==> src/rtl/xnor_pop_pkg.sv <==
// Shared definitions for the XNOR-popcount neuron sequencer.
//   state_e      : sequencer FSM states
//   DEF_*        : default sizing for the engine buffer depth, layer size,
//                  packed word width and engine pipeline latency
package xnor_pop_pkg;

    typedef enum logic [2:0] {
        ST_IDLE,
        ST_CLEAR,
        ST_ISSUE,
        ST_DRAIN,
        ST_SAMPLE,
        ST_EMIT
    } state_e;

    localparam int DEF_DEPTH    = 8;
    localparam int DEF_MAXN     = 64;
    localparam int DEF_OUT_W    = 8;
    localparam int DEF_PIPE_LAT = 4;

endpackage

==> src/rtl/xnor_seq_packer.sv <==
// Packs 1-bit neuron results into OUT_W-bit words and holds each word on a
// valid/ready stream until it is accepted.
//   sample_en : write cmp into the next free bit
//   cmp       : engine compare bit for the current neuron
//   last_in   : the neuron being sampled is the last of the layer
//   emit      : FSM is presenting the current word
//   out_ready : downstream accept
//   word_done : the sample happening now completes a word
//   out_valid/out_data/out_last : output stream
module xnor_seq_packer #(
    parameter int OUT_W = 8
) (
    input  logic             clk,
    input  logic             rstn,
    input  logic             sample_en,
    input  logic             cmp,
    input  logic             last_in,
    input  logic             emit,
    input  logic             out_ready,
    output logic             word_done,
    output logic             out_valid,
    output logic [OUT_W-1:0] out_data,
    output logic             out_last
);

    localparam int BW = (OUT_W > 1) ? $clog2(OUT_W) : 1;

    logic [OUT_W-1:0] data_q, data_d;
    logic [BW-1:0]    idx_q, idx_d;
    logic             last_q, last_d;
    logic             ack;

    assign ack       = emit & out_ready;
    assign word_done = (idx_q == BW'(OUT_W - 1)) || last_in;

    always_comb begin
        data_d = data_q;
        idx_d  = idx_q;
        last_d = last_q;
        if (sample_en) begin
            data_d[idx_q] = cmp;
            idx_d         = idx_q + BW'(1);
            last_d        = last_in;
        end
        // Accepted word: start the next one empty so a partial final word
        // never carries stale upper bits.
        if (ack) begin
            data_d = '0;
            idx_d  = '0;
            last_d = 1'b0;
        end
    end

    always_ff @(posedge clk) begin
        if (!rstn) begin
            data_q <= '0;
            idx_q  <= '0;
            last_q <= 1'b0;
        end else begin
            data_q <= data_d;
            idx_q  <= idx_d;
            last_q <= last_d;
        end
    end

    assign out_valid = emit;
    assign out_data  = data_q;
    assign out_last  = last_q;

endmodule

==> src/rtl/xnor_pop_sequencer.sv <==
// Sequences the XNOR-popcount neuron engine: per neuron clear, issue chunk
// addresses, wait out the engine pipeline, sample the compare bit; results
// are packed into activation words for the next layer.
//   clk/rstn (sync, active-low), start/num_chunks/num_neurons, busy/done
//   eng_clr/eng_we/eng_addr/eng_neuron/eng_cmp : engine interface
//   out_valid/out_ready/out_data/out_last      : activation word stream
// Optional: define XNOR_SEQ_PERF_EN for perf_cycles (busy cycles) and
// perf_stall (EMIT cycles with out_ready low), saturating 32-bit counters.
module xnor_pop_sequencer
    import xnor_pop_pkg::*;
#(
    parameter int DEPTH    = DEF_DEPTH,
    parameter int MAXN     = DEF_MAXN,
    parameter int OUT_W    = DEF_OUT_W,
    parameter int PIPE_LAT = DEF_PIPE_LAT,
    parameter int AW       = $clog2(DEPTH),
    parameter int NW       = $clog2(MAXN)
) (
    input  logic             clk,
    input  logic             rstn,
    input  logic             start,
    input  logic [AW:0]      num_chunks,
    input  logic [NW:0]      num_neurons,
    output logic             busy,
    output logic             done,
    output logic             eng_clr,
    output logic             eng_we,
    output logic [AW-1:0]    eng_addr,
    output logic [NW-1:0]    eng_neuron,
    input  logic             eng_cmp,
    output logic             out_valid,
    input  logic             out_ready,
    output logic [OUT_W-1:0] out_data,
`ifdef XNOR_SEQ_PERF_EN
    output logic [31:0]      perf_cycles,
    output logic [31:0]      perf_stall,
`endif
    output logic             out_last
);

    localparam int LW = $clog2(PIPE_LAT + 1);
    localparam logic [AW:0] ONE_C = 1;
    localparam logic [NW:0] ONE_N = 1;

    state_e        state_q, state_d;
    logic [AW:0]   nch_q, nch_d;
    logic [NW:0]   nn_q, nn_d;
    logic [AW-1:0] addr_q, addr_d;
    // One bit wider than eng_neuron so it can count past the last neuron.
    logic [NW:0]   neuron_q, neuron_d;
    logic [LW-1:0] lat_q, lat_d;
    logic          done_q, done_d;

    logic last_neuron, word_done, last_word, start_ok;

    assign last_neuron = (neuron_q == nn_q - ONE_N);
    assign start_ok    = start && (state_q == ST_IDLE);

    // State register
    always_ff @(posedge clk) begin
        if (!rstn) begin
            state_q  <= ST_IDLE;
            nch_q    <= '0;
            nn_q     <= '0;
            addr_q   <= '0;
            neuron_q <= '0;
            lat_q    <= '0;
            done_q   <= 1'b0;
        end else begin
            state_q  <= state_d;
            nch_q    <= nch_d;
            nn_q     <= nn_d;
            addr_q   <= addr_d;
            neuron_q <= neuron_d;
            lat_q    <= lat_d;
            done_q   <= done_d;
        end
    end

    // Next state and counters
    always_comb begin
        state_d  = state_q;
        nch_d    = nch_q;
        nn_d     = nn_q;
        addr_d   = addr_q;
        neuron_d = neuron_q;
        lat_d    = lat_q;
        done_d   = 1'b0;
        case (state_q)
            ST_IDLE: begin
                if (start) begin
                    if (num_chunks == '0 || num_neurons == '0) begin
                        done_d = 1'b1;
                    end else begin
                        nch_d    = num_chunks;
                        nn_d     = num_neurons;
                        neuron_d = '0;
                        addr_d   = '0;
                        state_d  = ST_CLEAR;
                    end
                end
            end
            ST_CLEAR: begin
                addr_d  = '0;
                lat_d   = '0;
                state_d = ST_ISSUE;
            end
            ST_ISSUE: begin
                // Address stays on the last chunk through DRAIN.
                if ({1'b0, addr_q} == nch_q - ONE_C) state_d = ST_DRAIN;
                else                                 addr_d  = addr_q + AW'(1);
            end
            ST_DRAIN: begin
                if (lat_q == LW'(PIPE_LAT - 1)) state_d = ST_SAMPLE;
                else                            lat_d   = lat_q + LW'(1);
            end
            ST_SAMPLE: begin
                neuron_d = neuron_q + ONE_N;
                state_d  = word_done ? ST_EMIT : ST_CLEAR;
            end
            ST_EMIT: begin
                if (out_ready) begin
                    if (last_word) begin
                        state_d = ST_IDLE;
                        done_d  = 1'b1;
                    end else begin
                        state_d = ST_CLEAR;
                    end
                end
            end
            default: state_d = ST_IDLE;
        endcase
    end

    // Outputs
    always_comb begin
        busy       = (state_q != ST_IDLE);
        done       = done_q;
        eng_clr    = (state_q == ST_CLEAR);
        eng_we     = 1'b0;
        eng_addr   = addr_q;
        eng_neuron = neuron_q[NW-1:0];
    end

    xnor_seq_packer #(.OUT_W(OUT_W)) u_packer (
        .clk       (clk),
        .rstn      (rstn),
        .sample_en (state_q == ST_SAMPLE),
        .cmp       (eng_cmp),
        .last_in   (last_neuron),
        .emit      (state_q == ST_EMIT),
        .out_ready (out_ready),
        .word_done (word_done),
        .out_valid (out_valid),
        .out_data  (out_data),
        .out_last  (last_word)
    );

    assign out_last = last_word;

`ifdef XNOR_SEQ_PERF_EN
    logic [31:0] cyc_q, cyc_d, stall_q, stall_d;

    always_comb begin
        cyc_d   = cyc_q;
        stall_d = stall_q;
        if (start_ok) begin
            cyc_d   = '0;
            stall_d = '0;
        end else begin
            if (busy && cyc_q != '1) cyc_d = cyc_q + 32'd1;
            if (state_q == ST_EMIT && !out_ready && stall_q != '1)
                stall_d = stall_q + 32'd1;
        end
    end

    always_ff @(posedge clk) begin
        if (!rstn) begin
            cyc_q   <= '0;
            stall_q <= '0;
        end else begin
            cyc_q   <= cyc_d;
            stall_q <= stall_d;
        end
    end

    assign perf_cycles = cyc_q;
    assign perf_stall  = stall_q;
`else
    logic unused_start_ok;
    assign unused_start_ok = start_ok;
`endif

endmodule

==> config.mk <==
export PLATFORM = sky130hd
export DESIGN_NAME = xnor_pop_sequencer
export DESIGN_NICKNAME = d
export VERILOG_FILES = /design/src/rtl/xnor_pop_pkg.sv /design/src/rtl/xnor_seq_packer.sv /design/src/rtl/xnor_pop_sequencer.sv
export SDC_FILE = /design/constraint.sdc
export NUM_CORES = 1
export LEC_CHECK = 0
export BUFFER_PORTS_ARGS = -buffer_cell sky130_fd_sc_hd__buf_2
export CAP_MARGIN = 5
export CORE_AREA = 10 10 86 88
export CTS_CLUSTER_DIAMETER = 50
export DETAILED_ROUTE_END_ITERATION = 10
export DIE_AREA = 0 0 96 98
export PLACE_DENSITY = 0.65
export SLEW_MARGIN = 20
export SYNTH_ARGS = -nofsm -noshare
export SYNTH_HDL_FRONTEND = slang
export SYNTH_SLANG_ARGS = --single-unit
==> constraint.sdc <==
create_clock -name clk -period 2.8 [get_ports clk]
set_input_delay 0.84 -clock clk [delete_from_list [all_inputs] [get_ports clk]]
set_output_delay 0.84 -clock clk [all_outputs]
set_load 0.05 [all_outputs]
==> results of run 1 <==
path summary, 6_finish.rpt:
kind | startpoint | to | slack, ps | cells after the start
hold / removal | u_packer.out_data[0]$_SDFFE_PP0P_ | u_packer.out_data[0]$_SDFFE_PP0P_ | 470 | 2
hold reg to reg | u_packer.out_data[0]$_SDFFE_PP0P_ | u_packer.out_data[0]$_SDFFE_PP0P_ | 470 | 2
setup reg to reg | nch_q[0]$_SDFFE_PN0P_ | state_q[0]$_SDFFE_PN0P_ | 700 | 7
setup / recovery | state_q[2]$_SDFFE_PN0P_ | eng_clr | 450 | 3
routing by layer:
layer  share of wire  wire, µm  up-vias  global-route usage
met5               0         0        -                   0
met4          0.0022        11        0              0.0216
met3           0.053       268        2              0.0383
met2            0.47      2350       32               0.179
met1            0.48      2390      869               0.129
li1                -         -      980                   -
kinds of logic (layout without fill, tap and decap cells):
group | Yosys count | after routing | share of synthesized area
buf+inv | 36 | 63 | 0.0791
simple gates | 114 | 114 | 0.258
other cells | 1 | 1 | 0.00167
xor+xnor | 17 | 17 | 0.0663
compound gates | 46 | 46 | 0.131
flops | 40 | 40 | 0.356
fa+ha+maj | 8 | 8 | 0.0445
mux | 14 | 14 | 0.0624
state kept, by name, summed over array words and instances (netlist names):
register / flops
done: 1
u_packer.idx_q: 3
lat_q: 3
nch_q: 4
eng_addr: 3
nn_q: 7
u_packer.out_data: 8
state_q: 3
neuron_q: 7
u_packer.out_last: 1
cell usage after synthesis, types with 2 or more instances:
master	count
dfxtp_1	40
nand2_1	30
nor2_1	23
a21oi_1	20
nor2b_1	17
mux2i_1	14
clkbuf_1	13
inv_1	13
nand3_1	12
o21ai_0	11
xnor2_1	10
ha_1	8
buf_4	7
xor2_1	7
and2_1	6
nor3_1	5
nor4_1	4
nand2b_1	3
a211oi_1	2
buf_6	2
nand3b_1	2
o2111ai_1	2
or2_2	2
or3b_1	2
through the flow:
step / worst slack (ps) / instances / hold WS [ps] / total power (µW)
final: 452 / 378 / 467 / 1720
after global routing: 407 / 378 / 506 / 1840
after CTS: 456 / 378 / 471 / 1740
after detailed placement: 278 / 370 / 454 / 1340
after global placement: 328 / 370 / 445 / 1330
after floorplan: 594 / 276 / 494 / 1210
cell usage in the layout (no fill, tap or decap), drive strengths merged, types with 3 or more instances in the layout:
cell	instances
a21oi	20
and2	6
buf	42
clkbuf	8
dfxtp	40
ha	8
inv	13
mux2i	14
nand2	30
nand2b	3
nand3	12
nor2	23
nor2b	17
nor3	5
nor4	4
o21ai	11
or3b	3
xnor2	10
xor2	7
power breakdown:
group	switching, µW	total [µW]	internal (µW)
logic	402	659	257
registers	51.3	671	620
clock network	193	394	201
tightest hold or removal path, cell delays in order, from the launching register on:
cell,delay (ps)
dfxtp_1,310
o41ai_1,50
a21oi_1,60
layout make-up:
class,instances,area (µm²)
Clock buffer,8,90.1
Fill cell,584,3220
Inverter,13,48.8
Multi-Input combinational cell,200,1270
Sequential cell,40,801
Tap cell,75,93.8
Timing Repair Buffer,42,223
==> results by group, run 1 <==
Global route
  • Vias in the first global route: between 1500 and 2000
  • GRT Residual Overflow: 0
  • GRT Util Overall: 0.108
  • Largest net degree at the start of global routing: 26
  • Antenna violations before repair: 0
  • First-pass GRT wire length: between 8 and 9 mm

Critical path
  • Critical path arrival: roughly 1500 ps
  • Crit-path cells: or3b_2 -> inv_1 -> buf_2
  • CP peak stage delay: 520 ps
  • CP top delay family: simple AND/OR/NAND/NOR gates
  • Crit path kind: reg2out
  • Slowest-stage cell, CP: or3b_2
  • Worst-path maximum fanout: 7
  • CP Buf/Inv Count: 2
  • Worst path required time: approximately 2000 ps
  • CP endpoint kind: output pin
  • Startpoint Class: flop

Synth
  • Syn avg cell area: a little over 8 µm²
  • Mapped cell area: 2250 µm²
  • Count of cell types in the netlist: between 40 and 50
  • Syn_nets: 300
  • Area share of the largest cell type after synthesis: 0.356
  • Post-synth EDFFs: 0
  • Ranking of synthesized cells by area: dfxtp_1, mux2i_1, nand2_1
  • Synth Flop Type: dfxtp_1
  • Seq/Total Area, Yosys: 0.356
  • Post-synth ARST share: 0
  • Seq cells post-synth: 40
  • Mapped Cells: 276
  • Synthesis warning total: 0
  • Synth area leader: dfxtp_1

Clock network
  • CTS resizes: 0
  • Root buf cell: clkbuf_8
  • Htree depth: 2
  • CTS tree: yes
  • CTS Hold Buffers Added: 0
  • Clock-pin transition on the worst setup and hold timing paths: approximately 80 ps
  • Max Root-Sink Buffers: 2
  • Total CTS buffers: 5
  • Clock Sink Count: 40
  • Setup Buffers After CTS: 0
  • Worst skew pair latency: roughly 280 ps

Timing
  • Slew Viols, Final: 0
  • RSZ-0062 raised after global routing: false
  • Hold Fails Final Rpt: 0
  • Finish-stage setup viols: 0
  • Period utilization: 0.838
  • Fmax: approximately 430 MHz
  • Setup TNS: 0 ps
  • Rel. slew slack: 0.613
  • Worst clock skew: 3.98 ps
  • Final Critical Period: about 2300 ps
  • Worst-Margin Slew: between 500 and 600 ps

Cells and area
  • Final core occ: 0.439
  • Proportion of layout cells with a drive suffix above 1: 0.178
  • Final nets: between 300 and 400
  • Final instance area: 2520 µm²
  • Antenna cells: 0
  • Syn-to-layout area delta: 12.4%

Route
  • Vias per cell: approximately 5
  • Routed vias: ~1900
  • DR WL/cell: approximately 13 µm
  • Drt total wl: 5.03 mm
  • DRT antenna net count: 0
  • DR pass1 iterations: 5
  • Initial DRC count: 72
  • Final routed DRC violation total: 0

Floorplan
  • Total core area: 5750 µm²
  • DIE AREA: 9410 µm²
  • Starting Density: 0.391
  • Die width: 96 µm
  • FP Rows: 28
  • I/O Pins: 39
  • Die Ht: 98 µm

Status
  • Status: finished, final reports clean

Power and ir drop
  • Power Density: slightly below 700 nW/µm²
  • Leak: around 0.0011 µW
  • Peak supply drop: ~0.34 mV

Placement
  • Input/output buffers: 37
  • Final estimated routing congestion in global placement: between 0.7 and 0.8
  • Placed inst area: 2430 µm²
  • HPWL after DPL: between 3 and 4 mm

Flow run
  • Max-Cap Viols: 0

Min path
  • HP Class: reg2reg
No activity file was read; power rests on OpenSTA's default activity.
==> inputs of run 2 (changes only) <==
- clock period: 2.8 -> 2.2 ns (I/O delays scaled with it)
==> run 2 against run 1 <==
Sequential cell count is the same. Critical path depth grew 4. Worst hold slack lost 2.7 ps. Critical path type is now reg2reg. Largest cell class unchanged. Largest power group is now combinational cells.
==> results by group, run 2 (same netlist as run 1, synthesis figures left out) <==
Status
  • Status: finished, final reports clean

Timing
  • Final worst slack: 89.2 ps (-363 ps)
  • Period utilization: 0.959
  • Worst-Margin Slew: 600 ps (+19.5 ps)
  • Worst clock skew: 8.25 ps (+4.28 ps)
  • Hold slack: 464 ps (-2.70 ps)
  • Rel. slew slack: 0.599 (-0.0138)
  • Fmax: approximately 470 MHz
  • Final Critical Period: between 2000 and 2500 ps
  • Finish-stage setup viols: 0 (unchanged)
  • Setup TNS: 0 ps (unchanged)
  • Slew Viols, Final: 0 (unchanged)
  • Hold Fails Final Rpt: 0 (unchanged)

Floorplan
  • DIE AREA: 9410 µm² (unchanged)
  • Total core area: 5750 µm² (unchanged)
  • I/O Pins: 39 (unchanged)
  • Die width: 96 µm (unchanged)
  • Die Ht: 98 µm (unchanged)
  • FP Rows: 28 (unchanged)
  • Starting Density: 0.391 (unchanged)

Route
  • DRT antenna net count: 0 (unchanged)
  • Final routed DRC violation total: 0 (unchanged)
  • Vias per cell: 5.00 (+0.32%)
  • Initial DRC count: 81 (+13%)
  • DR WL/cell: 13.2 µm (-0.89%)
  • Routed vias: 1964 (+4.3%)
  • Drt total wl: 5.18 mm (+3.0%)
  • DR pass1 iterations: 4 (-1)

Cells and area
  • Final core occ: 0.469 (+0.0294)
  • Syn-to-layout area delta: 19.9%
  • Most frequent cells in the layout: dfxtp_1, buf_2, nand2_1
  • Antenna cells: 0 (unchanged)
  • Final nets: 342 (+4.9%)
  • Number of flip-flops in the largest register: 8 (unchanged)
  • Proportion of layout cells with a drive suffix above 1: 0.233 (+0.0545)
  • Leading cell type in the layout, fill and taps excluded: dfxtp_1

Critical path
  • Crit path kind: reg2reg
  • Worst path required time: 2400 ps (+440 ps)
  • CP endpoint kind: flop
  • Worst-path maximum fanout: 4 (-3)
  • Critical path arrival: 2310 ps (+800 ps)
  • Startpoint Class: flop

Global route
  • Antenna violations before repair: 0 (unchanged)
  • GRT Util Overall: 0.111 (+0.00314)
  • Vias in the first global route: 1968 (+2.7%)
  • GRT Residual Overflow: 0 (unchanged)
  • First-pass GRT wire length: 8.74 mm (+3.2%)
  • Largest net degree at the start of global routing: 19 (-27%)

Clock network
  • Total CTS buffers: 5 (unchanged)
  • Clock Sink Count: 40 (unchanged)
  • Setup Buffers After CTS: 0 (unchanged)
  • Clock-pin transition on the worst setup and hold timing paths: 80 ps (about the same)
  • Worst skew pair latency: 290 ps (about the same)
  • CTS tree: yes
  • Root buf cell: clkbuf_8
  • Max Root-Sink Buffers: 2 (unchanged)
  • Htree depth: 2 (unchanged)

Placement
  • Place WS: -418 ps (-696 ps)
  • Input/output buffers: 37 (unchanged)
  • Final estimated routing congestion in global placement: 0.788 (+1.1%)
  • HPWL after DPL: 4.03 mm (+6.6%)

Power and ir drop
  • Power Density: 907 nW/µm² (+33%)
  • Clock power frac: 0.283 (+0.055)
  • Pint: 1600 µW (+49%)
  • Leak: 0.00116 µW (+9.2%)
  • Final Power: 2440 µW (+42%)
  • Sequential power share: 0.351 (-0.038)
  • Sw Share: 0.344 (-0.0304)
  • Peak supply drop: 0.375 mV (+11%)
  • Psw: 842 µW (+30%)
  • Comb pwr share: 0.365 (-0.017)

Min path
  • HP Class: reg2reg

Flow run
  • Max-Cap Viols: 0 (unchanged)
## run 2: per-stage QoR
stage / std cells / cell area, µm²
after global routing: 393 / 2690
final: 393 / 2690
after floorplan: 276 / 2250
after global placement: 386 / 2550
after detailed placement: 386 / 2550
after CTS: 393 / 2690
## run 2: repair_timing
action,in CTS,in global routing
hold buffers,0,0
pin swaps,0,1
resized for setup,2,2
endpoints found under the setup margin,8,4
## run 2: layer usage
layer,GRT usage,vias up,share of wire
met5,0,-,0
met1,0.137,907,0.46
met2,0.179,41,0.47
li1,-,1011,-
met4,0.0306,0,0.0081
met3,0.0345,5,0.061
## run 2: worst max-delay path, cell delays in order (launching register included)
cell      delay, ps
dfxtp_1         370
inv_1            80
ha_1            190
xor2_1          150
or3b_1          370
a221oi_2        300
and3b_2         290
o32ai_2         260
## run 2: worst paths after layout
check	startpoint	endpoint	slack [ps]	cells after the start
worst max-delay path	nch_q[1]$_SDFFE_PN0P_	state_q[0]$_SDFFE_PN0P_	90	7
worst max register to register	nch_q[1]$_SDFFE_PN0P_	state_q[0]$_SDFFE_PN0P_	90	7
worst min-delay path	u_packer.out_data[2]$_SDFFE_PP0P_	u_packer.out_data[2]$_SDFFE_PP0P_	460	2
worst min register to register	u_packer.out_data[2]$_SDFFE_PP0P_	u_packer.out_data[2]$_SDFFE_PP0P_	460	2
## run 2: area by class of cell
type                            instances  area, µm²
Inverter                               13       48.8
Tap cell                               75       93.8
Fill cell                             592       3050
Clock inverter                          2       60.1
Multi-Input combinational cell        200       1270
Sequential cell                        40        802
Timing Repair Buffer                   58        345
Clock buffer                            5       68.8
## run 2: power groups by stage
stage	clock [µW]	combinational (µW)	sequential (µW)
finish	693	893	858
global route	748	990	869
CTS	722	890	857
detailed placement	0	880	874
global placement	0	866	871
floorplan	0	661	878
